### src/rtl/multimode_counter.sv
// Multimode modulo counter: binary up, binary down, up/down ping-pong and Gray-coded up,
// with clamped synchronous load, an asynchronous active-low reset and a terminal-count flag.
module multimode_counter #(
  parameter int WIDTH  = 4,
  parameter int MODULO = 16
) (
  input  logic             i_clk,
  input  logic             i_rst_n,
  input  logic             i_en,
  input  logic [1:0]       i_mode,
  input  logic             i_load,
  input  logic [WIDTH-1:0] i_load_val,
  output logic [WIDTH-1:0] o_cnt,
  output logic             o_dir,
  output logic             o_tc
);

  typedef enum logic [1:0] {
    MODE_UP   = 2'b00,
    MODE_DOWN = 2'b01,
    MODE_PING = 2'b10,
    MODE_GRAY = 2'b11
  } mode_e;

  // Largest legal count. It fits in WIDTH bits even when MODULO == 2**WIDTH,
  // so every range test below stays inside the register width.
  localparam logic [WIDTH-1:0] CNT_MAX = WIDTH'(MODULO - 1);

  mode_e            mode;
  logic [WIDTH-1:0] cnt_q, cnt_d;
  logic             dir_q, dir_d;
  logic [WIDTH-1:0] cnt_inc, cnt_dec;
  logic             at_max, at_zero, at_terminal;

  assign mode    = mode_e'(i_mode);
  assign at_max  = (cnt_q == CNT_MAX);
  assign at_zero = (cnt_q == '0);
  assign cnt_inc = at_max  ? '0      : cnt_q + 1'b1;
  assign cnt_dec = at_zero ? CNT_MAX : cnt_q - 1'b1;

  // NOTE: every variable gets a default before the branches, so no path can leave it
  // unassigned and infer a latch.
  always_comb begin
    cnt_d = cnt_q;
    dir_d = dir_q;
    if (i_load) begin
      cnt_d = (i_load_val > CNT_MAX) ? CNT_MAX : i_load_val;
    end else if (i_en) begin
      case (mode)
        MODE_UP, MODE_GRAY: begin
          cnt_d = cnt_inc;
          dir_d = 1'b0;
        end
        MODE_DOWN: begin
          cnt_d = cnt_dec;
          dir_d = 1'b1;
        end
        MODE_PING: begin
          // The turnaround edge reverses direction and steps away from the end in one go.
          if (!dir_q) begin
            cnt_d = at_max ? cnt_dec : cnt_inc;
            dir_d = at_max;
          end else begin
            cnt_d = at_zero ? cnt_inc : cnt_dec;
            dir_d = !at_zero;
          end
        end
        default: begin
          cnt_d = cnt_q;
          dir_d = dir_q;
        end
      endcase
    end
  end

  // NOTE: state registers use non-blocking assignments so every flop samples the
  // pre-edge values regardless of statement order.
  always_ff @(posedge i_clk or negedge i_rst_n) begin
    if (!i_rst_n) begin
      cnt_q <= '0;
      dir_q <= 1'b0;
    end else begin
      cnt_q <= cnt_d;
      dir_q <= dir_d;
    end
  end

  always_comb begin
    at_terminal = 1'b0;
    case (mode)
      MODE_UP, MODE_GRAY: at_terminal = at_max;
      MODE_DOWN:          at_terminal = at_zero;
      MODE_PING:          at_terminal = dir_q ? at_zero : at_max;
      default:            at_terminal = 1'b0;
    endcase
  end

  assign o_cnt = (mode == MODE_GRAY) ? (cnt_q ^ (cnt_q >> 1)) : cnt_q;
  assign o_dir = dir_q;
  assign o_tc  = i_en && !i_load && at_terminal;

endmodule

### config.mk
export PLATFORM = sky130hd
export DESIGN_NAME = multimode_counter
export DESIGN_NICKNAME = d
export VERILOG_FILES = /design/src/rtl/multimode_counter.sv
export SDC_FILE = /design/constraint.sdc
export NUM_CORES = 1
export LEC_CHECK = 0
export ABC_CLOCK_PERIOD_IN_PS = 1450
export BUFFER_PORTS_ARGS = -buffer_cell sky130_fd_sc_hd__buf_2
export CAP_MARGIN = 5
export CELL_PAD_IN_SITES_DETAIL_PLACEMENT = 1
export CELL_PAD_IN_SITES_GLOBAL_PLACEMENT = 2
export CORE_ASPECT_RATIO = 1.1
export CORE_UTILIZATION = 26
export CTS_CLUSTER_SIZE = 8
export DETAILED_ROUTE_END_ITERATION = 10
export GPL_TIMING_DRIVEN = 1
export PLACE_DENSITY = 0.8
export SETUP_SLACK_MARGIN = 0.2
export SYNTH_ARGS = -nofsm -noshare
export SYNTH_HDL_FRONTEND = slang
export SYNTH_SLANG_ARGS = --single-unit
### constraint.sdc
create_clock -name i_clk -period 1.45 [get_ports i_clk]
set_input_delay 0 -clock i_clk [delete_from_list [all_inputs] [get_ports i_clk]]
set_output_delay 0 -clock i_clk [all_outputs]
set_load 0.05 [all_outputs]
## Word level (Yosys, flattened, before mapping)

Index checks and enable logic that the tools add are counted.

- Output and inout bits: 6
- Register bits after elaboration: 5
- Word-level logic and storage cells: 34

- $lt $le $gt $ge: 1
- Add/subtract/negate cells: 2
- Reductions and logical operators: 9
- Bitwise logic cells: 2
- Multiplexer cells: 14
- Equal/unequal tests: 4

Operators with widths:

| cell | count |
|---|---|
| 4-bit 2-to-1 mux | 9 |
| 4-bit one-hot mux with 3 select lines | 1 |
| 1-bit one-hot mux with 3 select lines | 2 |
| 4-bit by 1-bit adder with 4-bit output, second input constant | 1 |
| 2-bit equality test, second input constant | 2 |
| 4-bit equality test, second input constant | 1 |
| 4-bit > comparator, second input constant | 1 |
| 4-bit zero test | 1 |
| 4-bit by 1-bit subtractor with 4-bit output, second input constant | 1 |
| 4-bit by 3-bit bitwise XOR with 4-bit output | 1 |
| 2-bit by 1-bit equality test with 1-bit output, second input constant | 1 |
| 1-bit logical AND | 2 |
| 1-bit zero test | 2 |
| 2-bit zero test | 1 |
| 1-bit 2-to-1 mux | 2 |
| 2-bit AND reduction | 1 |
| 2-bit nonzero test | 1 |
| 2-bit OR reduction | 1 |
| 1-bit inverter | 1 |

## Logic depth before layout (Yosys ltp)

Gate-level depths: netlist (run 1).

- Word-level depth: 7
- Mapped depth: 8
- Depth with buffers taken out: 8

## Worst setup path after synthesis (run 1)

OpenSTA, ideal clock, no wires.

- Kind: flip-flop to output port
- Start point: register cnt_q[2]
- End point: output o_tc
- Required time: 1.450 ns
- Path buffers: 0
- Cell stages (with the launch flop): 7
- Arrival time: 1.710 ns
- Slack: -0.260 ns
- Cells stage by stage: dfrtp_1 inv_1 ha_1 nand2_1 nor2_1 a222oi_1 nor2_1

- Word-level cells in the longest chain between the ends: 4
- Elaborated cells on any way between the ends: 5
- Those cells by class: eq/ne: 1; mux: 2; reduce/logical: 2

Ends and longest elaborated chain:

| item | RTL line | text |
|---|---|---|
| from (decl) | 30 | `logic [WIDTH-1:0] cnt_q, cnt_d;` |
| from (signal assigned) | 83 | `cnt_q <= cnt_d;` |
| 4-bit equality test / 4-bit zero test (equally long branches) | 36, 37 |  |
| 1-bit 2-to-1 mux | 93 | `MODE_PING: at_terminal = dir_q ? at_zero : at_max;` |
| 1-bit one-hot mux with 3 select lines * | 90 | `case (mode)` |
| 1-bit logical AND * | 100 | `assign o_tc = i_en && !i_load && at_terminal;` |
| to (decl) | 15 | `output logic o_tc` |

Every way passes the cells marked *; elsewhere a longest branch is shown, timed or not.

## Worst setup path in the final report (run 1)

- Start point: register cnt_q[1]
- End point: output o_tc

The elaborated chain is that of the path after synthesis.

==> impl_metrics.toml, run 1 <==
[floorplan]
io_pins = 16
die_area_um2 = 2970
dieWidth_um = 52.0
rows = 19
core_um2 = 2540
die_h_um = 57.0
start_util = 0.281

[route]
drtAntennaViolNets = 0
via_per_inst = 5.34
drc = 0
drt-total-wl_um = 2980
drt-pass1-iter-count = 4
drt-wirelength-per-cell_um = 17.3
detail_route.iter0.violations = 17
vias = 919

[setup_path]
worst-setup-path-type = "flip-flop to output pin"
startpoint_type = "flip-flop"
cp_max_fo = 4
endpoint_kind = "output pin"
crit_arrival_ps = 1770
required_ps = 1450

[synth]
synth-edff-count = 0
synth.area.top_cells = "ha_1, dfrtp_1, o21ai_0"
syn_avg_cell_area_um2 = 7.70
yosysTopAreaCellShare = 0.192
synth_top_area_cell = "ha_1"
synth_fp_nets = 114
netlist_instances = 93
muxShareOfSynthArea = 0
yosysUniqueCellTypes = 35
synth_ff_type = "dfrtp_1"
async_flop_share = 1.00
ys_seq_elements = 5
yosys_warnings = 0
synth-simple-area-share = 0.184
synth_area_um2 = 716
synth-xor-area-share = 0.0122
synthAdderAreaFrac = 0.192
synth_top_family_by_area = "compound AO/OA/AOI/OAI gates"
synth_compound_area_frac = 0.322
yosysSeqAreaShare = 0.175

[timing]
worst_slack_ps = -315
setup_viol = 9
tightest_slew_ps = 379
skew_ps = 15.3
finalCriticalPeriod_ps = 1770
slew_headroom = 0.748
rsz0062_at_grt = "true"
whs_ps = 4.60
maxSlewViolCount = 0
max_freq_mhz = 566
fin_crit_sh = 1.22
hold_viol_final = 0

[global_route]
gr-usage-all-layers = 0.216
grt-ovfl-total = 0
antenna_found_initial = 0
grt_pass1_vias = 955
grt_pass1_wl_um = 4640
grt_max_degree = 11

[clock_network]
cts_buffer_depth = 2
clk_pin_slew_worst_paths_ps = 60
cts_sinks = 5
numCtsBuffers = 3
clock_latency_ps = 270
cts_max_level = 1
root_buffer = "clkbuf_4"
cts_tree = "built"

[final_layout]
drive_gt1_frac = 0.553
nNetsFinal = 163
instances_no_fill = 172
diodes = 0
area_growth_pct = 75.9
fillerInstances = 304

[status]
status = "complete, but fails checks"
violations = "negative setup slack"

[placement]
io_buffers = 15
hpwl_um = 1990
dp.cells = 152
place.gp.congestion = 0.908

[power_and_ir_drop]
ir_worst_vdd_v = 0.000528
powerDensity_nw_per_um2 = 909
leakage_nw = 0.567

[hold_path]
hold_path.class = "primary input to flip-flop"

[flow_run]
cap_viol_max_count = 0
## registers in the layout, summed over array words and instances, names as in the netlist
signal  flops
cnt_q       4
o_dir       1
## path summary, 6_finish.rpt
kind	end	cells after the start	slack, ps	startpoint
max	o_tc	6	-320	cnt_q[1]$_DFFE_PN0P_
min	cnt_q[0]$_DFFE_PN0P_	3	5	i_load_val[0]
max reg2reg	cnt_q[1]$_DFFE_PN0P_	9	-260	cnt_q[1]$_DFFE_PN0P_
min reg2reg	o_dir$_DFFE_PN0P_	2	620	o_dir$_DFFE_PN0P_
max in group asynchronous	o_dir$_DFFE_PN0P_	2	1170	i_rst_n
min in group asynchronous	cnt_q[2]$_DFFE_PN0P_	2	90	i_rst_n
## cells by family after synthesis
group | after synthesis
fa+ha+maj | 11
simple gates | 26
compound gates | 34
buf+inv | 16
flops | 5
xor+xnor | 1
## cell type report
class	count	area (µm²)	share of cell area
Timing Repair Buffer	48	388	0.308
Multi-Input combinational cell	72	631	0.501
Clock buffer	4	26.3	0.0209
Inverter	12	47.5	0.0378
Sequential cell	5	128	0.101
Tap cell	31	38.8	0.0308
## through the flow
step / TNS, ps / power, mW / setup slack, ps / instance area, µm² / utilization
after global placement: -731 / 0.738 / -179 / 986 / 0.388
final: -1560 / 1.14 / -315 / 1260 / 0.495
after global routing: -2130 / 1.21 / -436 / 1260 / 0.495
after detailed placement: -811 / 0.753 / -192 / 986 / 0.388
after floorplan: -6.14 / 0.552 / -6.14 / 782 / -
after CTS: -1010 / 1.08 / -273 / 1210 / 0.478
## power by group
| part | switching (mW) | leakage [nW] | internal [mW] | total (mW) |
|---|---|---|---|---|
| clock | 0.0795 | 0.0150 | 0.106 | 0.185 |
| sequential | 0.0331 | 0.0580 | 0.160 | 0.193 |
| combinational | 0.385 | 0.494 | 0.381 | 0.766 |
## synthesized netlist by cell type (2+ instances only)
master,n
o22ai_1,2
a21boi_0,2
nor3_1,3
a21oi_1,6
nand2_1,7
ha_1,11
a21o_2,2
a311oi_1,2
buf_6,2
buf_4,2
nor2_1,7
o21ai_0,9
dfrtp_1,5
o21ai_1,2
inv_1,11
## timing repair
| item | 4_1_cts | 5_1_grt |
|---|---|---|
| pin swaps | 15 | 7 |
| resized for setup | 30 | 3 |
| setup endpoints to repair | 9 | 9 |
| endpoints found under the hold margin | 5 | 0 |
| hold buffers | 1 | 0 |
| buffers inserted | 10 | 5 |
## worst max-delay path, stage by stage, from the launching register on
cell      delay, ps
dfrtp_1         440
ha_2            210
and2_4          150
a222oi_1        330
buf_4           180
nor2_4           30
buf_8           150
## cells in the final DEF, fill, tap and decap left out, types with 2 or more instances in the layout
| master | n |
|---|---|
| a21oi_1 | 6 |
| a311oi_1 | 2 |
| buf_2 | 11 |
| buf_4 | 23 |
| buf_6 | 12 |
| clkbuf_4 | 3 |
| dfrtp_1 | 3 |
| dfrtp_2 | 2 |
| ha_1 | 5 |
| ha_4 | 5 |
| inv_1 | 6 |
| inv_2 | 5 |
| nand2_1 | 4 |
| nand2_2 | 3 |
| nor2_1 | 6 |
| nor3_1 | 2 |
| o21ai_0 | 5 |
| o21ai_1 | 2 |
| o21ai_2 | 4 |
| o22ai_1 | 2 |
## layer usage
metal,vias up,GRT usage,share of wire
met5,-,0,0
met4,0,0.0734,0.025
met3,9,0.0347,0.028
met2,24,0.377,0.52
met1,455,0.263,0.42
li1,431,-,-
Note: power is estimated with default switching activity, not from simulation.
==> run 2: changes to the inputs <==
- ABC_CLOCK_PERIOD_IN_PS: 1450 -> 1700
- CORE_UTILIZATION: 26 -> 29
- PLACE_DENSITY: 0.8 -> 0.84
- SLEW_MARGIN: not set -> 20
- clock period: 1.45 -> 1.7 ns (I/O delays scaled with it)
==> impl_metrics.toml, run 2 (synthesized netlist as in run 1, its figures left out) <==
[final_layout]
largest-register = "cnt_q"
drive_gt1_frac = 0.606
final_common_cell = "buf_4"
diodes = 0
final_cell_mix = "buf_4, buf_2, buf_6"
nNetsFinal = 154
multi_input_area_um2 = 693
register_area_um2 = 130
area_growth_pct = 71.7
fin_area_um2 = 1230
largest_register_ffs = 4
fillerInstances = 275

[setup_path]
cpPeakStageDelay_ps = 450
required_ps = 1860
path_cells = "ha_4 > buf_4 > buf_6 > a21o_2 > a41oi_4 > a21boi_2 > o22ai_2"
endpoint_kind = "flip-flop"
cp-endpoint = "cnt_q[2]$_DFFE_PN0P_"
crit_start = "cnt_q[2]$_DFFE_PN0P_"
cp_max_fo = 3
r2r_end = "cnt_q[2]$_DFFE_PN0P_"
rrSetupSlack_ps = -50
rr_startpoint = "cnt_q[2]$_DFFE_PN0P_"
startpoint_type = "flip-flop"
slowest_stage = "dfrtp_2"
reg2regPathDepth = 7
crit_arrival_ps = 1900
worst-setup-path-type = "flip-flop to flip-flop"

[global_route]
grt_pass1_vias = 959
grt-ovfl-total = 0
grt_use_met3 = 0.0621
gr-usage-all-layers = 0.260
grt_use_met1 = 0.232
grt-busiest-layer = "met2"
antenna_found_initial = 0
grt_pass1_wl_um = 4700
use_met2 = 0.493
grt_max_degree = 11

[timing]
whs_ps = -8.67
rsz0062_at_grt = "true"
maxSlewViolCount = 0
setup_viol = 3
max_freq_mhz = 573
worst_slack_ps = -46.7
skew_ps = 3.59
fin_crit_sh = 1.03
finalCriticalPeriod_ps = 1750
hold_viol_final = 1
slew_headroom = 0.712
tightest_slew_ps = 432

[floorplan]
io_pins = 16
die_h_um = 54.1
die_area_um2 = 2670
rows = 18
core_um2 = 2300
dieWidth_um = 49.4
start_util = 0.312

[placement]
place.gp.congestion = 0.851
io_buffers = 15
place_area_um2 = 845
hpwl_um = 1860

[route]
via_per_inst = 5.78
drt-wirelength-per-cell_um = 21.0
detail_route.iter0.violations = 24
drt-pass1-iter-count = 4
drt-total-wl_um = 3400
drtAntennaViolNets = 0
vias = 937
drc = 0

[clock_network]
cts_tree = "built"
numCtsBuffers = 3
clock_latency_ps = 280
cts_max_level = 1
root_buffer = "clkbuf_4"
clk_pin_slew_worst_paths_ps = 60
cts_sinks = 5
cts_buffer_depth = 2

[power_and_ir_drop]
ir_worst_vdd_v = 0.000466
leakage_nw = 0.531
powerDensity_nw_per_um2 = 797
fin_total_pwr_uw = 979

[hold_path]
hold_path.class = "primary input to flip-flop"
hold_start = "i_load_val[1]"

[flow_run]
cap_viol_max_count = 0

[status]
violations = "negative hold slack, negative setup slack"
status = "complete, but fails checks"
run 2: per-layer routing:
metal  wire length (µm)  vias up
li1                   -      417
met1               1200      458
met2               1780       44
met3                156       18
met4                262        0
met5                  0        -
run 2: cell type report:
type	count	area share
inverters	12	0.0407
clock buffers	4	0.0214
multi-input cells	72	0.564
flip-flops and latches	5	0.106
well taps	30	0.0305
repair buffers	39	0.237
run 2: through the flow:
step | utilization | setup WS (ps) | setup TNS, ps | std cells
global route | 0.535 | -137 | -276 | 162
CTS | 0.472 | -14.9 | -14.9 | 155
detailed placement | 0.368 | -36.9 | -36.9 | 139
floorplan | - | 203 | 0 | 93
finish | 0.535 | -46.7 | -101 | 162
global placement | 0.368 | -8.27 | -8.27 | 139
run 2: worst min path at each step:
stage	end	slack (ps)	depth (start not counted)
final	cnt_q[1]$_DFFE_PN0P_	-9	3
after CTS	cnt_q[0]$_DFFE_PN0P_	4	3
after detailed placement	o_dir$_DFFE_PN0P_	-170	1
after global placement	o_dir$_DFFE_PN0P_	-170	1
after floorplan	cnt_q[0]$_DFFE_PN0P_	-300	0
after global routing	cnt_q[1]$_DFFE_PN0P_	10	3
run 2: power breakdown:
group	switching [mW]	total, mW	internal, mW
combinational	0.345	0.630	0.286
clock	0.0855	0.177	0.0912
sequential	0.0343	0.172	0.138
total	0.464	0.979	0.514
run 2: critical path: cells and delay by family (launching register included):
family          cells  cell delay [ps]
compound gates      4              760
fa+ha+maj           1              180
buf+inv             2              240
flops               1              450
run 2: what timing repair did:
item / in CTS / in global routing
pin swaps: 13 / 11
resized for setup: 33 / 20
hold buffers: 1 / 0
endpoints found under the hold margin: 5 / 0
setup buffers: 11 / 7
setup endpoints to repair: 9 / 9
==> run 3: changes to the inputs <==
- ABC_CLOCK_PERIOD_IN_PS: 1700 -> 1800
- CELL_PAD_IN_SITES_DETAIL_PLACEMENT: 1 -> not set
- CELL_PAD_IN_SITES_GLOBAL_PLACEMENT: 2 -> not set
- CORE_UTILIZATION: 29 -> 47
- PLACE_DENSITY: 0.84 -> 0.79
- clock period: 1.7 -> 1.8 ns (I/O delays scaled with it)
==> impl_metrics.toml, run 3 (synthesized netlist as in run 1, its figures left out) <==
[placement]
hpwl_um = 1320
place.gp.congestion = 0.931
io_buffers = 15

[clock_network]
numCtsBuffers = 3
cts_max_level = 1
cts_tree = "built"
cts_sinks = 5
cts_buffer_depth = 2
clk_pin_slew_worst_paths_ps = 50
clock_latency_ps = 260
root_buffer = "clkbuf_4"

[route]
vias = 849
drc = 0
via_per_inst = 6.02
wl_met1_um = 930
drt-pass1-iter-count = 4
top_layer = "met4"
drtAntennaViolNets = 0
detail_route.iter0.violations = 23
wl_met2_um = 1050
drt-wirelength-per-cell_um = 15.3
wl_met3_um = 108
drt-total-wl_um = 2160

[hold_path]
worstHoldPathCells = 3
hold_path.class = "primary input to flip-flop"

[floorplan]
die_area_um2 = 1680
dieWidth_um = 39.2
io_pins = 16
die_h_um = 42.9
rows = 14
start_util = 0.511
core_um2 = 1400

[timing]
rsz0062_at_grt = "true"
tns_ps = 0
setup_viol = 0
fin_crit_sh = 0.999
tightest_slew_ps = 438
finalCriticalPeriod_ps = 1800
max_freq_mhz = 556
maxSlewViolCount = 0
hold_viol_final = 0
skew_ps = 5.53
slew_headroom = 0.708

[setup_path]
cp-endpoint = "o_tc"
endpoint_kind = "output pin"
startpoint_type = "flip-flop"
required_ps = 1800
reg2regPathDepth = 9
rrSetupSlack_ps = 60
worst-setup-path-type = "flip-flop to output pin"
crit_start = "cnt_q[1]$_DFFE_PN0P_"
cp_max_fo = 4
crit_arrival_ps = 1800
r2r_end = "cnt_q[1]$_DFFE_PN0P_"
rr_startpoint = "cnt_q[1]$_DFFE_PN0P_"

[global_route]
grt_max_degree = 11
antenna_found_initial = 0
gr-usage-all-layers = 0.286
grt_pass1_vias = 766
grt-ovfl-total = 0
grt_pass1_wl_um = 3250

[final_layout]
final_common_cell = "buf_4"
largest-register = "cnt_q"
multi_input_area_um2 = 571
drive_gt1_frac = 0.416
fillerInstances = 119
nNetsFinal = 147
final_cell_mix = "buf_4, buf_2, inv_1, o21ai_0, ha_1"
diodes = 0
register_area_um2 = 128
area_growth_pct = 40.9
largest_register_ffs = 4
fin_util = 0.720

[power_and_ir_drop]
ir_worst_vdd_v = 0.000591
leakage_nw = 0.477
powerDensity_nw_per_um2 = 725

[flow_run]
cap_viol_max_count = 0

[status]
status = "complete, no violations"
run 3: final cells by class:
type | instances | share of cell area
clock buffers | 4 | 0.0261
well taps | 16 | 0.0199
repair buffers | 32 | 0.215
multi-input cells | 72 | 0.566
flip-flops and latches | 5 | 0.127
inverters | 12 | 0.0471
run 3: metal layers:
metal  GRT usage  vias up
met4       0.193        0
met3      0.0262       10
met5           0        -
li1            -      401
met1       0.350      394
met2       0.453       44
run 3: worst max-delay path: stages (launching register included):
cell      delay (ps)
dfrtp_1          430
ha_2             220
and2_4           160
inv_4             70
o21ai_2           60
a222oi_1         380
nor2_2            70
buf_6            160
run 3: power breakdown:
group	total [mW]	internal (mW)	leakage (nW)	switching [mW]
Clock	0.144	0.0846	0.0150	0.0590
Sequential	0.154	0.129	0.0586	0.0247
Combinational	0.434	0.187	0.404	0.247
run 3: worst min-delay path by stage:
stage	slack, ps	from	to
after floorplan	-300	i_rst_n	cnt_q[0]$_DFFE_PN0P_
after global placement	-170	i_rst_n	o_dir$_DFFE_PN0P_
after detailed placement	-170	i_rst_n	cnt_q[3]$_DFFE_PN0P_
after CTS	40	i_load_val[3]	cnt_q[3]$_DFFE_PN0P_
after global routing	60	i_load_val[3]	cnt_q[3]$_DFFE_PN0P_
final	30	i_load_val[3]	cnt_q[3]$_DFFE_PN0P_
run 3: repair_timing:
action	CTS	global route
endpoints found under the hold margin	6	0
resized for setup	17	8
hold buffers	2	0
pin swaps	4	8
setup buffers	8	4
endpoints found under the setup margin	4	5
run 3: per-stage QoR:
step | setup WS, ps | std cells | power [mW] | area [µm²] | hold WS [ps]
finish | 1.61 | 141 | 0.731 | 1010 | 34.9
global route | -8.03 | 141 | 0.779 | 1010 | 57.2
CTS | 114 | 137 | 0.701 | 963 | 36.5
detailed placement | 82.5 | 123 | 0.478 | 801 | -169
global placement | 106 | 123 | 0.475 | 801 | -172
floorplan | 212 | 93 | 0.400 | 721 | -296
